## config.mk

```make
export PLATFORM = sky130hd
export DESIGN_NAME = flex_timer_arbiter
export DESIGN_NICKNAME = d
export VERILOG_FILES = /design/src/rtl/flex_timer_arbiter.sv
export SDC_FILE = /design/constraint.sdc
export NUM_CORES = 1
export LEC_CHECK = 0
export BUFFER_PORTS_ARGS = -buffer_cell sky130_fd_sc_hd__buf_2
export CELL_PAD_IN_SITES_DETAIL_PLACEMENT = 1
export CELL_PAD_IN_SITES_GLOBAL_PLACEMENT = 1
export CORE_MARGIN = 2
export CORE_UTILIZATION = 35
export DETAILED_ROUTE_END_ITERATION = 16
export MAX_ROUTING_LAYER = met4
export PLACE_DENSITY = 0.87
export SLEW_MARGIN = 20
export SYNTH_ARGS = -nofsm -noshare
export SYNTH_HDL_FRONTEND = slang
export SYNTH_SLANG_ARGS = --single-unit
```

## constraint.sdc

```tcl
create_clock -name clk -period 2.8 [get_ports clk]
set_input_delay 0.42 -clock clk [delete_from_list [all_inputs] [get_ports clk]]
set_output_delay 0.42 -clock clk [all_outputs]
set_load 0.01 [all_outputs]
```

## src/rtl/flex_timer_arbiter.sv

```systemverilog
// Round-robin arbiter granting one shared interval counter among NUM_REQ requesters.
// Optional macro FLEX_ARB_NEAR_DONE_EN enables the near_done early warning output.
module flex_timer_arbiter #(
   parameter int NUM_REQ      = 4,
   parameter int NUM_CNT_BITS = 8
) (
   input  logic                            clk,
   input  logic                            rst,
   input  logic [NUM_REQ-1:0]              req,
   input  logic [NUM_REQ*NUM_CNT_BITS-1:0] req_len,
   input  logic                            abort,
   output logic [NUM_REQ-1:0]              grant,
   output logic [NUM_REQ-1:0]              done,
   output logic                            busy,
   output logic [NUM_CNT_BITS-1:0]         count_out,
   output logic                            near_done
);

   localparam int PTR_W = (NUM_REQ > 1) ? $clog2(NUM_REQ) : 1;

   typedef enum logic [1:0] {IDLE, RUN, DONE} state_t;

   state_t                  state, state_nxt;
   logic [PTR_W-1:0]        rr_ptr, rr_ptr_nxt;
   logic [PTR_W-1:0]        winner, winner_nxt, winner_inc;
   logic [PTR_W-1:0]        pick, scan_idx;
   logic                    pick_vld;
   logic [NUM_CNT_BITS-1:0] len_q, len_nxt, len_sel;
   logic [NUM_CNT_BITS-1:0] cnt_q, cnt_nxt;

   // First requesting index at or after rr_ptr, wrapping around
   always_comb begin
      pick     = '0;
      pick_vld = 1'b0;
      scan_idx = '0;
      for (int unsigned i = 0; i < NUM_REQ; i++) begin
         scan_idx = PTR_W'((32'(rr_ptr) + i) % 32'(NUM_REQ));
         if (!pick_vld && req[scan_idx]) begin
            pick     = scan_idx;
            pick_vld = 1'b1;
         end
      end
   end

   assign winner_inc = (int'(winner) == NUM_REQ - 1) ? '0 : winner + 1'b1;
   assign len_sel    = req_len[int'(pick)*NUM_CNT_BITS +: NUM_CNT_BITS];

   always_ff @(posedge clk) begin
      if (rst) begin
         state  <= IDLE;
         rr_ptr <= '0;
         winner <= '0;
         len_q  <= '0;
         cnt_q  <= '0;
      end else begin
         state  <= state_nxt;
         rr_ptr <= rr_ptr_nxt;
         winner <= winner_nxt;
         len_q  <= len_nxt;
         cnt_q  <= cnt_nxt;
      end
   end

   always_comb begin
      state_nxt  = state;
      rr_ptr_nxt = rr_ptr;
      winner_nxt = winner;
      len_nxt    = len_q;
      cnt_nxt    = cnt_q;
      case (state)
         IDLE: begin
            if (pick_vld) begin
               state_nxt  = RUN;
               winner_nxt = pick;
               cnt_nxt    = NUM_CNT_BITS'(1);
               len_nxt    = (len_sel == '0) ? NUM_CNT_BITS'(1) : len_sel;
            end
         end
         RUN: begin
            if (abort) begin
               state_nxt  = IDLE;
               cnt_nxt    = '0;
               rr_ptr_nxt = winner_inc;
            end else if (cnt_q == len_q) begin
               state_nxt = DONE;
            end else begin
               cnt_nxt = cnt_q + 1'b1;
            end
         end
         DONE: begin
            state_nxt  = IDLE;
            cnt_nxt    = '0;
            rr_ptr_nxt = winner_inc;
         end
         default: begin
            state_nxt = IDLE;
            cnt_nxt   = '0;
         end
      endcase
   end

   // done is suppressed combinationally when abort arrives in the DONE cycle
   always_comb begin
      grant     = '0;
      done      = '0;
      busy      = (state != IDLE);
      count_out = cnt_q;
      if (state != IDLE)
         grant[winner] = 1'b1;
      if (state == DONE && !abort)
         done[winner] = 1'b1;
`ifdef FLEX_ARB_NEAR_DONE_EN
      near_done = (state == RUN) && (len_q == NUM_CNT_BITS'(1) || cnt_q == len_q - 1'b1);
`else
      near_done = 1'b0;
`endif
   end

endmodule

```

### Yosys cells after proc, flatten, opt, wreduce, memory -nomap -nowiden

Index checks and enable logic that the tools add are counted.

| storage, ports and cells | value |
|---|---|
| register bits after elaboration | 22 |
| input bits | 39 |
| output and inout bits | 18 |
| word-level logic and storage cells | 74 |

| operators by class | value |
|---|---|
| $add $sub $neg | 5 |
| $lt $le $gt $ge | 6 |
| equal/unequal tests | 8 |
| shifts and indexed selects | 1 |
| mux-type cells | 32 |
| reductions and logical operators | 17 |

Operators by type and width:

| cell | number |
|---|---|
| two-way mux 8 bit | 4 |
| indexed part select 32 x 6 -> 8 bit | 1 |
| two-way mux 2 bit | 9 |
| case mux 8 bit (2 select lines) | 1 |
| < comparator 2 x 3 -> 1 bit (second input constant) | 5 |
| two-way mux 1 bit | 9 |
| adder 8 x 1 -> 8 bit (second input constant) | 1 |
| binary-select mux 1 bit (select 2 bit) | 4 |
| == test 8 bit | 1 |
| logical NOT 8 bit | 1 |
| two-way mux 4 bit | 2 |
| case mux 2 bit (2 select lines) | 2 |
| AND reduction 2 bit | 4 |
| inequality test 3 bit (second input constant) | 2 |
| logical AND 1 bit | 5 |
| adder 2 x 1 -> 2 bit (second input constant) | 2 |
| adder 2 bit (second input constant) | 2 |
| == test 2 x 1 -> 1 bit (second input constant) | 2 |
| logical NOT 1 bit | 4 |
| inequality test 2 bit (second input constant) | 2 |
| nonzero test 2 bit | 2 |
| demux 1 bit (select 2 bit) | 1 |
| == test 2 bit (second input constant) | 1 |
| >= comparator 2 x 1 -> 1 bit (second input constant) | 1 |
| logical NOT 2 bit | 1 |

### Longest topological paths before layout

Gate-level depths: netlist (run 1).

| depth | value |
|---|---|
| depth in word-level cells | 15 |
| depth in mapped cells | 8 |
| depth with buffers taken out | 7 |

### Worst setup path before layout (run 1)

OpenSTA, ideal clock, no wires.

| path | value |
|---|---|
| kind | input-to-reg |
| from | input req[0] |
| to | register len_q[0] |
| library setup time | 0.088 ns |
| data arrival time | 2.148 ns |
| data required time | 2.712 ns |
| setup slack | 0.564 ns |
| stages on the path | 8 |
| buffers on the path | 1 |
| cells stage by stage | and2_4 and2_4 or3_1 buf_6 a211oi_2 o22ai_1 or4b_1 a311oi_2 |

| between the ends | value |
|---|---|
| longest elaborated chain between the ends | 15 |
| elaborated cells between the ends (all ways) | 26 |
| those cells by class | 1 x shift; 17 x mux; 8 x reduce/logical |

Ends and longest elaborated chain:

| what | line | source |
|---|---|---|
| start, declared | 9 | `input logic [NUM_REQ-1:0] req,` |
| binary-select mux 1 bit (select 2 bit) | 38 | `if (!pick_vld && req[scan_idx]) begin` |
| two-way mux 1 bit (implied by the code) | 38 |  |
| two-way mux 1 bit | 38 |  |
| logical NOT 1 bit | 38 |  |
| logical AND 1 bit | 38 |  |
| two-way mux 1 bit | 38 |  |
| logical NOT 1 bit | 38 |  |
| logical AND 1 bit | 38 |  |
| two-way mux 1 bit | 38 |  |
| logical NOT 1 bit | 38 |  |
| logical AND 1 bit | 38 |  |
| two-way mux 2 bit | 38 |  |
| indexed part select 32 x 6 -> 8 bit | 46 | `assign len_sel = req_len[int'(pick)*NUM_CNT_BITS +: NUM_CNT_BITS];` |
| logical NOT 8 bit | 76 | `len_nxt = (len_sel == '0) ? NUM_CNT_BITS'(1) : len_sel;` |
| two-way mux 8 bit | 76 |  |
| end signal, assigned | 59 | `len_q <= len_nxt;` |
| end, declared | 28 | `logic [NUM_CNT_BITS-1:0] len_q, len_nxt, len_sel;` |

Parallel ways exist; a longest one is shown, timed or not. The select of a mux whose other input is x is not followed.
A chain may end at the register's enable or synchronous reset.

### Worst setup path after layout (run 1)

| path | value |
|---|---|
| from | register rr_ptr[1] |
| to | register len_q[0] |

| between the ends | value |
|---|---|
| longest elaborated chain between the ends | 15 |
| elaborated cells between the ends (all ways) | 29 |
| those cells by class | 3 x add/sub; 1 x shift; 17 x mux; 8 x reduce/logical |

Ends and longest elaborated chain:

| what | line | source |
|---|---|---|
| start, declared | 24 | `logic [PTR_W-1:0] rr_ptr, rr_ptr_nxt;` |
| start signal, assigned | 57 | `rr_ptr <= rr_ptr_nxt;` |
| parallel branches: the longest is 15 deep, another holds adder 2 x 1 -> 2 bit | -- |  |

Parallel ways; which one is timed is not known. The select of a mux whose other input is x is not followed.

==> results.cfg, run 1 <==
[logic_synthesis]
synth_seq_area_share_pct = 28.1
synth_edf_count = 0
synth_seq_cells = 22
synth_nets = 234
synth_adder_area_share_pct = 3.99
synth_compound_area_share_pct = 18.2
synth-main-ff-cell = dfxtp_1
synthArstFlopShare_pct = 0
synth_top_family_by_area = simple AND/OR/NAND/NOR gates
syn_avg_cell_area_um2 = 8.25
synthCells = 190
synthesis.area_um2 = 1570
synth-xor-area-share_pct = 7.82
synth_cell_types = 51
yosys_warnings = 0
yosys-mux-area-fraction_pct = 7.10
synthSimpleGateAreaFrac_pct = 30.2

[floorplanning]
coreArea_um2 = 4320
die_w_um = 70.9
start_util_pct = 36.3
rows = 24
die-area_um2 = 5030
io_pins = 57
die_y_um = 70.9

[sta]
grt_setup_unrepaired = no
fin_crit_ps = 2430
slew_viol_final = 0
finalHoldViolCount = 0
slew_headroom_pct = 63.6
finClkSkew_ps = 3.21
period_share_pct = 87.0
hold_ws_ps = 478
max_freq_mhz = 411
setup_violations = 0
setup_tns_ps = 0
timing_worst_slew_pin_value_ps = 541

[setup_path]
worstPathRequired_ps = 2980
cp_max_fo = 8
end_kind = flop
crit_type = reg -> reg
r2r_cells = 7
startpoint_type = flop
worstPathArrival_ps = 2620

[grt]
grt_max_degree = 18
overflow = 0
gr-usage-all-layers_pct = 18.4
grt_pass1_vias = 1539
grt_pass1_wl_um = 7270
antenna_found_initial = 0

[routing]
dr_wl_met3_um = 222
post_drt_wl_per_cell_um = 14.2
vias_per_cell = 5.13
antenna_left = 0
drt_iter0_drc = 35
vias = 1517
drc = 0
firstDrtPassIters = 4
met2_length_um = 2120
wl_met1_um = 1830
totalWireLength_um = 4200
routed.top_layer = met4

[clock_tree]
cts_max_path_buffers = 2
htree_levels = 1
clkTransAtPathRegs_ps = 80
cts_buffers = 3
cts_resized = 0
clk_latency_ps = 260
cts_setup_buffers = 0
holdBufCountCts = 0
cts_sinks = 22
cts_tree = built
cts-root-buf = clkbuf_8

[final_layout]
area_growth_pct = 23.6
stdcell_area_um2 = 1940
final_common_cell = buf_2
final_cell_mix = buf_2 (55), dfxtp_1 (22), nand2_1 (19)
diodes = 0
fin_util_pct = 44.8
drive_gt1_share_pct = 30.3
final_nets = 289

[place]
place_area_um2 = 1870
gp_congestion = 0.784
hpwl_um = 3460
io_buffers = 55

[power]
p_sw_share_pct = 29.9
comb_power_share_pct = 27.6
power_frac_seq_pct = 39.7
power_leakage_nw = 0.896
max-vdd-ir-drop_mv = 0.183
switching_power_mw = 0.271
pwr-share-clk_pct = 32.7
internal_power_mw = 0.636
power_density_nw_per_um2 = 468

[hold_path]
whs_path_depth = 2
hp-class = reg -> reg

[flow_run]
drv_cap = 0

[status]
outcome = completed
cell usage after synthesis (2+ instances only):
| cell | count | area share (%) |
|---|---|---|
| and2_1 | 4 | 1.6 |
| nand3_1 | 14 | 4.5 |
| nand4_1 | 2 | 0.80 |
| nor2_1 | 15 | 3.6 |
| a21oi_1 | 7 | 2.2 |
| and3_1 | 3 | 1.2 |
| a211oi_1 | 3 | 1.4 |
| nand2b_1 | 4 | 1.6 |
| nor2b_1 | 7 | 2.8 |
| nand2_1 | 19 | 4.5 |
| nor4_1 | 2 | 0.80 |
| o21ai_1 | 5 | 1.6 |
| xor2_1 | 11 | 6.1 |
| a21boi_0 | 4 | 1.9 |
| a211oi_2 | 2 | 1.6 |
| mux2i_1 | 10 | 6.4 |
| nor3_1 | 2 | 0.64 |
| ha_1 | 5 | 4.0 |
| or3_1 | 3 | 1.2 |
| inv_1 | 5 | 1.2 |
| o21ai_0 | 7 | 2.2 |
| xnor2_1 | 3 | 1.7 |
| buf_6 | 3 | 2.2 |
| and2_4 | 2 | 1.1 |
| dfxtp_1 | 22 | 28 |
final timing paths:
| path | startpoint | endpoint | slack [ps] |
|---|---|---|---|
| worst max register to register | rr_ptr[1]$_SDFFE_PP0P_ | len_q[0]$_SDFFE_PP0P_ | 370 |
| worst min-delay path | len_q[7]$_SDFFE_PP0P_ | len_q[7]$_SDFFE_PP0P_ | 480 |
| worst max-delay path | rr_ptr[1]$_SDFFE_PP0P_ | len_q[0]$_SDFFE_PP0P_ | 370 |
| worst min register to register | len_q[7]$_SDFFE_PP0P_ | len_q[7]$_SDFFE_PP0P_ | 480 |
kinds of logic (layout without fill, tap and decap cells):
group / count (synthesis) / after routing
adders and majority gates: 5 / 5
DFF: 22 / 22
muxes: 11 / 11
and+or+nand+nor: 87 / 87
xor gates and xnor gates: 14 / 14
buffers and inverters: 11 / 65
other: 1 / 1
AOI/OAI and AO/OA: 39 / 39
worst max-delay path: stages, from the launching register on:
cell and delay, ps:
dfxtp_1 430, mux2i_1 250, nor2_2 70, nor3_4 390, nand3_1 150, a222oi_1 350, or4b_1 480, a311oi_2 240
state kept, by name (all words and copies together) (netlist names):
name	cells
count_out	8
state	2
rr_ptr	2
winner	2
len_q	8
layout make-up:
type,count,area [um2]
Clock buffer,3,41.3
Sequential cell,22,440
Inverter,5,18.8
Tap cell,52,65.1
Multi-Input combinational cell,157,1060
Clock inverter,1,30.0
Fill cell,579,2390
Timing Repair Buffer,56,283
power groups by stage:
stage / clock network, mW / logic (mW) / registers, mW
2_1_floorplan: 0 / 0.184 / 0.362
3_3_place_gp: 0 / 0.240 / 0.367
3_5_place_dp: 0 / 0.251 / 0.367
4_1_cts: 0.305 / 0.254 / 0.361
5_1_grt: 0.321 / 0.285 / 0.365
6_report: 0.297 / 0.250 / 0.360
per-layer routing:
layer  up-vias  track usage [%]
met2        43             32.0
met3         4             2.85
met1       692             22.4
li1        778                -
met4         0             4.40
met5         -                -
stage by stage:
step | std cells | total power [mW] | setup WS [ps]
5_1_grt | 296 | 0.970 | 124
2_1_floorplan | 190 | 0.546 | 564
4_1_cts | 296 | 0.920 | 353
6_report | 296 | 0.907 | 365
3_5_place_dp | 292 | 0.618 | 197
3_3_place_gp | 292 | 0.607 | 312
Power figures use the tool's default switching activity.
==> run 2, diff against run 1 <==
--- a/config.mk
+++ b/config.mk
@@ -9,10 +9,10 @@
 export CELL_PAD_IN_SITES_DETAIL_PLACEMENT = 1
 export CELL_PAD_IN_SITES_GLOBAL_PLACEMENT = 1
 export CORE_MARGIN = 2
-export CORE_UTILIZATION = 35
+export CORE_UTILIZATION = 38
 export DETAILED_ROUTE_END_ITERATION = 16
 export MAX_ROUTING_LAYER = met4
-export PLACE_DENSITY = 0.87
+export PLACE_DENSITY = 0.93
 export SLEW_MARGIN = 20
 export SYNTH_ARGS = -nofsm -noshare
 export SYNTH_HDL_FRONTEND = slang
==> constraint.sdc (replaced) <==
create_clock -name clk -period 3.15 [get_ports clk]
set_input_delay 0.4725 -clock clk [delete_from_list [all_inputs] [get_ports clk]]
set_output_delay 0.4725 -clock clk [all_outputs]
set_load 0.01 [all_outputs]
==> results.cfg, run 2 (synthesized netlist as in run 1, its figures left out) <==
[sta]
period_share_pct = 79.3
fin_ws_ps = 651
timing_worst_slew_pin_value_ps = 567
setup_violations = 0
slew_headroom_pct = 62.1
max_freq_mhz = 400
finalHoldViolCount = 0
hold_ws_ps = 477
fin_crit_ps = 2500
slew_viol_final = 0
grt_setup_unrepaired = no
setup_tns_ps = 0
finClkSkew_ps = 2.19

[setup_path]
r2r_start = rr_ptr[1]$_SDFFE_PP0P_
path_cells = mux2i_1, nor2_2, nor3_4, nand3_1, a222oi_1, or4b_1, a311oi_2
crit_type = reg -> reg
startpoint_type = flop
end_kind = flop
crit_path_start = rr_ptr[1]$_SDFFE_PP0P_
worstPathArrival_ps = 2670
cpPeakStageDelay_ps = 480
cp_max_fo = 8
cp_slowest_cell = or4b_1
worstPathRequired_ps = 3330

[final_layout]
final_cell_mix = buf_2 (55), dfxtp_1 (22), nand2_1 (19)
fin_util_pct = 47.8
final_common_cell = buf_2
final_nets = 288
stdcell_area_um2 = 1900
diodes = 0
layoutNonFillerInstCount = 292
drive_gt1_share_pct = 29.8
area_growth_pct = 21.1

[place]
gp_congestion = 0.805
io_buffers = 55
hpwl_um = 3360
place_area_um2 = 1860
place_inst = 289
post-place-ws_ps = 517

[routing]
totalWireLength_um = 4070
vias = 1527
drt_iter0_drc = 37
firstDrtPassIters = 4
antenna_left = 0
post_drt_wl_per_cell_um = 13.9
vias_per_cell = 5.23
drc = 0

[power]
power.total_mw = 0.712
power_density_nw_per_um2 = 375
max-vdd-ir-drop_mv = 0.134
power_leakage_nw = 0.877

[grt]
grtUsageMet1_pct = 24.2
grt_pass1_vias = 1530
overflow = 0
busiest_layer = met2
antenna_found_initial = 0
grt_use_met3_pct = 2.14
grt_pass1_wl_um = 6770
gr-usage-all-layers_pct = 19.4
grt_max_degree = 18
use_met2_pct = 33.3

[floorplanning]
die_w_um = 68.2
die_y_um = 68.2
die-area_um2 = 4660
io_pins = 57
rows = 23
start_util_pct = 39.5
coreArea_um2 = 3970

[clock_tree]
cts_tree = built
cts_setup_buffers = 0
cts-root-buf = clkbuf_8
cts_buffers = 3
cts_max_path_buffers = 2
clkTransAtPathRegs_ps = 70
htree_levels = 1
holdBufCountCts = 0
clk_latency_ps = 260
cts_sinks = 22
cts_resized = 0

[status]
outcome = completed

[flow_run]
drv_cap = 0

[hold_path]
hp-class = reg -> reg
hp-start = len_q[3]$_SDFFE_PP0P_
## run 2: layout make-up
| class | instances | area, um2 |
|---|---|---|
| Tap cell | 50 | 62.6 |
| Timing Repair Buffer | 55 | 275 |
| Multi-Input combinational cell | 157 | 1060 |
| Fill cell | 516 | 2070 |
| Inverter | 5 | 18.8 |
| Clock buffer | 3 | 41.3 |
| Sequential cell | 22 | 440 |
## run 2: worst max-delay path, delay by kind of cell (launching register included)
| family | cells | cell delay [ps] |
|---|---|---|
| and+or+nand+nor | 4 | 1110 |
| DFF | 1 | 440 |
| AOI/OAI and AO/OA | 2 | 610 |
| muxes | 1 | 250 |
## run 2: final timing paths
| path | slack, ps | endpoint | cells after the start |
|---|---|---|---|
| max | 650 | len_q[0]$_SDFFE_PP0P_ | 7 |
| min | 480 | len_q[3]$_SDFFE_PP0P_ | 2 |
| max reg2reg | 650 | len_q[0]$_SDFFE_PP0P_ | 7 |
| min reg2reg | 480 | len_q[3]$_SDFFE_PP0P_ | 2 |
## run 2: where the power goes
group          total [mW]  internal [mW]  switching (mW)  leakage, nW
logic               0.220         0.0953           0.125        0.675
registers           0.321          0.300          0.0213        0.180
clock network       0.171         0.0853          0.0855       0.0216
total               0.712          0.480           0.232        0.877
## run 2: layer usage
metal / wire (um) / share of wire, %
met1: 1860 / 46
met2: 1990 / 49
met3: 180 / 4.4
met4: 45 / 1.1
met5: 0 / 0
==> run 3, diff against run 2 <==
--- a/config.mk
+++ b/config.mk
@@ -5,14 +5,15 @@
 export SDC_FILE = /design/constraint.sdc
 export NUM_CORES = 1
 export LEC_CHECK = 0
+export ABC_AREA = 1
 export BUFFER_PORTS_ARGS = -buffer_cell sky130_fd_sc_hd__buf_2
 export CELL_PAD_IN_SITES_DETAIL_PLACEMENT = 1
 export CELL_PAD_IN_SITES_GLOBAL_PLACEMENT = 1
 export CORE_MARGIN = 2
-export CORE_UTILIZATION = 38
+export CORE_UTILIZATION = 35
 export DETAILED_ROUTE_END_ITERATION = 16
 export MAX_ROUTING_LAYER = met4
-export PLACE_DENSITY = 0.93
+export PLACE_DENSITY = 0.88
 export SLEW_MARGIN = 20
 export SYNTH_ARGS = -nofsm -noshare
 export SYNTH_HDL_FRONTEND = slang
==> constraint.sdc (replaced) <==
create_clock -name clk -period 2.3 [get_ports clk]
set_input_delay 0.345 -clock clk [delete_from_list [all_inputs] [get_ports clk]]
set_output_delay 0.345 -clock clk [all_outputs]
set_load 0.01 [all_outputs]
==> results.cfg, run 3 <==
[status]
outcome = completed

[logic_synthesis]
netlist.area_leader.share_pct = 24.4
yosysMostFrequentCell = nand2_1
synthesis.area_um2 = 1810
synth_cell_types = 32
synth_nets = 326
synth_common_cells = nand2_1 (74), inv_1 (32), nand3_1 (28)
syn_avg_cell_area_um2 = 6.41
synth-main-ff-cell = dfxtp_1
synthCells = 282
synth_seq_area_share_pct = 24.4
yosys_warnings = 0
synthTopCellsByArea = dfxtp_1 (24%), nand2_1 (15%), nand3_1 (7.8%)
synthArstFlopShare_pct = 0
synth_seq_cells = 22
synth_edf_count = 0
yosys.area.top_type = dfxtp_1

[setup_path]
reg2reg_to = len_q[7]$_SDFFE_PP0P_
cp_max_fo = 14
end_kind = flop
crit_type = reg -> reg
r2r_start = rr_ptr[0]$_SDFFE_PP0P_
r2r_slack_ps = 180
worstPathRequired_ps = 2470
r2r_cells = 11
worstPathArrival_ps = 2290
startpoint_type = flop

[routing]
antenna_left = 0
wl_met1_um = 2450
dr_wl_met3_um = 141
drc = 0
totalWireLength_um = 5740
drt_iter0_drc = 60
met2_length_um = 3040
post_drt_wl_per_cell_um = 13.9
firstDrtPassIters = 4
routed.top_layer = met4
vias = 2122
vias_per_cell = 5.14

[floorplanning]
io_pins = 57
coreArea_um2 = 5040
start_util_pct = 35.8
rows = 26
die_w_um = 75.8
die_y_um = 75.8
die-area_um2 = 5750

[place]
gp_congestion = 0.910
io_buffers = 55
hpwl_um = 4350

[sta]
max_freq_mhz = 472
finalHoldViolCount = 0
slew_viol_final = 0
setup_violations = 0
fin_crit_ps = 2120
finClkSkew_ps = 2.33
slew_headroom_pct = 65.5
period_share_pct = 92.2
timing_worst_slew_pin_value_ps = 515

[flow_run]
drv_cap = 0

[power]
power.total_mw = 2.80
p_sw_share_pct = 51.9
comb_power_share_pct = 66.4
power_leakage_nw = 1.15
switching_power_mw = 1.46
power_frac_seq_pct = 20.5
power_density_nw_per_um2 = 1230
pwr-share-clk_pct = 13.1
max-vdd-ir-drop_mv = 0.501
internal_power_mw = 1.35

[hold_path]
hp-start = rst
holdPathEnd = len_q[5]$_SDFFE_PP0P_
whs_path_depth = 2
hp-class = in -> reg

[final_layout]
area_growth_pct = 26.7
diodes = 0
final_cell_mix = nand2_1 (74), buf_2 (55), inv_1 (32)
fin_util_pct = 45.4
final_nets = 388
final_common_cell = nand2_1
drive_gt1_share_pct = 28.3

[grt]
grt_max_degree = 19
grt_pass1_vias = 2081
overflow = 0
gr-usage-all-layers_pct = 20.8
antenna_found_initial = 0
grt_pass1_wl_um = 8940

[clock_tree]
holdBufCountCts = 0
cts_tree = built
clkTransAtPathRegs_ps = 80
cts_sinks = 22
clk_latency_ps = 270
cts_max_path_buffers = 2
htree_levels = 1
cts_buffers = 3
cts-root-buf = clkbuf_8
-- run 3: cell types whose count changed after synthesis, sizes merged, moves of 7 or more --
| cell | previous run | this run |
|---|---|---|
| xor2 | 11 | 1 |
| nor2 | 17 | 25 |
| nand2 | 19 | 87 |
| inv | 5 | 36 |
| nand4 | 2 | 19 |
| nand3 | 15 | 34 |
| mux2i | 10 | 0 |
| and2 | 7 | 0 |
| nor2b | 7 | 0 |
-- run 3: metal layers --
metal,track usage (%),up-vias
met5,-,-
met4,6.63,0
met3,2.12,10
met2,37.7,42
met1,23.7,1014
li1,-,1056
-- run 3: stage by stage --
step | hold slack (ps) | cells | area (um2) | setup slack [ps] | TNS (ps)
final | 399 | 413 | 2290 | 179 | 0
after global routing | 407 | 413 | 2290 | -6.57 | -6.57
after CTS | 395 | 407 | 2210 | 16.4 | 0
after detailed placement | 483 | 403 | 2140 | 27.3 | 0
after global placement | 475 | 403 | 2140 | 164 | 0
after floorplan | 459 | 282 | 1810 | 522 | 0
-- run 3: what timing repair did --
item	in CTS	in global routing
resized for setup	0	5
endpoints found under the setup margin	0	13
buffers inserted	0	5
-- run 3: worst max-delay path, stage by stage (launching register included) --
cell	delay (ps)
dfxtp_2	440
inv_6	100
nand2_2	80
nand3_1	110
nand2_1	190
inv_1	130
nand3_4	190
nand2_1	110
inv_1	370
nand2_1	150
o211ai_1	100
inv_1	50
-- run 3: worst max path at each step --
stage | start | end | cells after the start
after floorplan | rr_ptr[0]$_SDFFE_PP0P_ | len_q[1]$_SDFFE_PP0P_ | 12
after global placement | rr_ptr[0]$_SDFFE_PP0P_ | len_q[0]$_SDFFE_PP0P_ | 14
after detailed placement | rr_ptr[0]$_SDFFE_PP0P_ | len_q[0]$_SDFFE_PP0P_ | 14
after CTS | rr_ptr[0]$_SDFFE_PP0P_ | len_q[0]$_SDFFE_PP0P_ | 14
after global routing | rr_ptr[0]$_SDFFE_PP0P_ | len_q[0]$_SDFFE_PP0P_ | 14
final | rr_ptr[0]$_SDFFE_PP0P_ | len_q[7]$_SDFFE_PP0P_ | 11
-- run 3: final cells by class --
cell class,instances,area (um2)
fillers,694,2750
multi-input cells,217,1200
flip-flops and latches,22,442
repair buffers,64,343
inverters,36,140
well taps,70,87.6
clock buffers,3,41.3
clock inverters,1,30.0
-- run 3: power groups by stage --
| stage | Sequential (mW) | Clock [mW] | Combinational (mW) |
|---|---|---|---|
| 4_1_cts | 0.575 | 0.372 | 1.72 |
| 6_report | 0.575 | 0.368 | 1.86 |
| 5_1_grt | 0.588 | 0.386 | 2.09 |
| 2_1_floorplan | 0.550 | 0 | 1.34 |
| 3_3_place_gp | 0.579 | 0 | 1.62 |
| 3_5_place_dp | 0.582 | 0 | 1.69 |
-- run 3: cell families after synthesis --
group | synth area share, %
AND/OR/NAND/NOR | 48.6
buffers and inverters | 11.1
AO/OA/AOI/OAI | 8.86
flip-flops | 24.4
XOR/XNOR | 3.39
adder cells (fa/ha/maj) | 3.46
other | 0.208
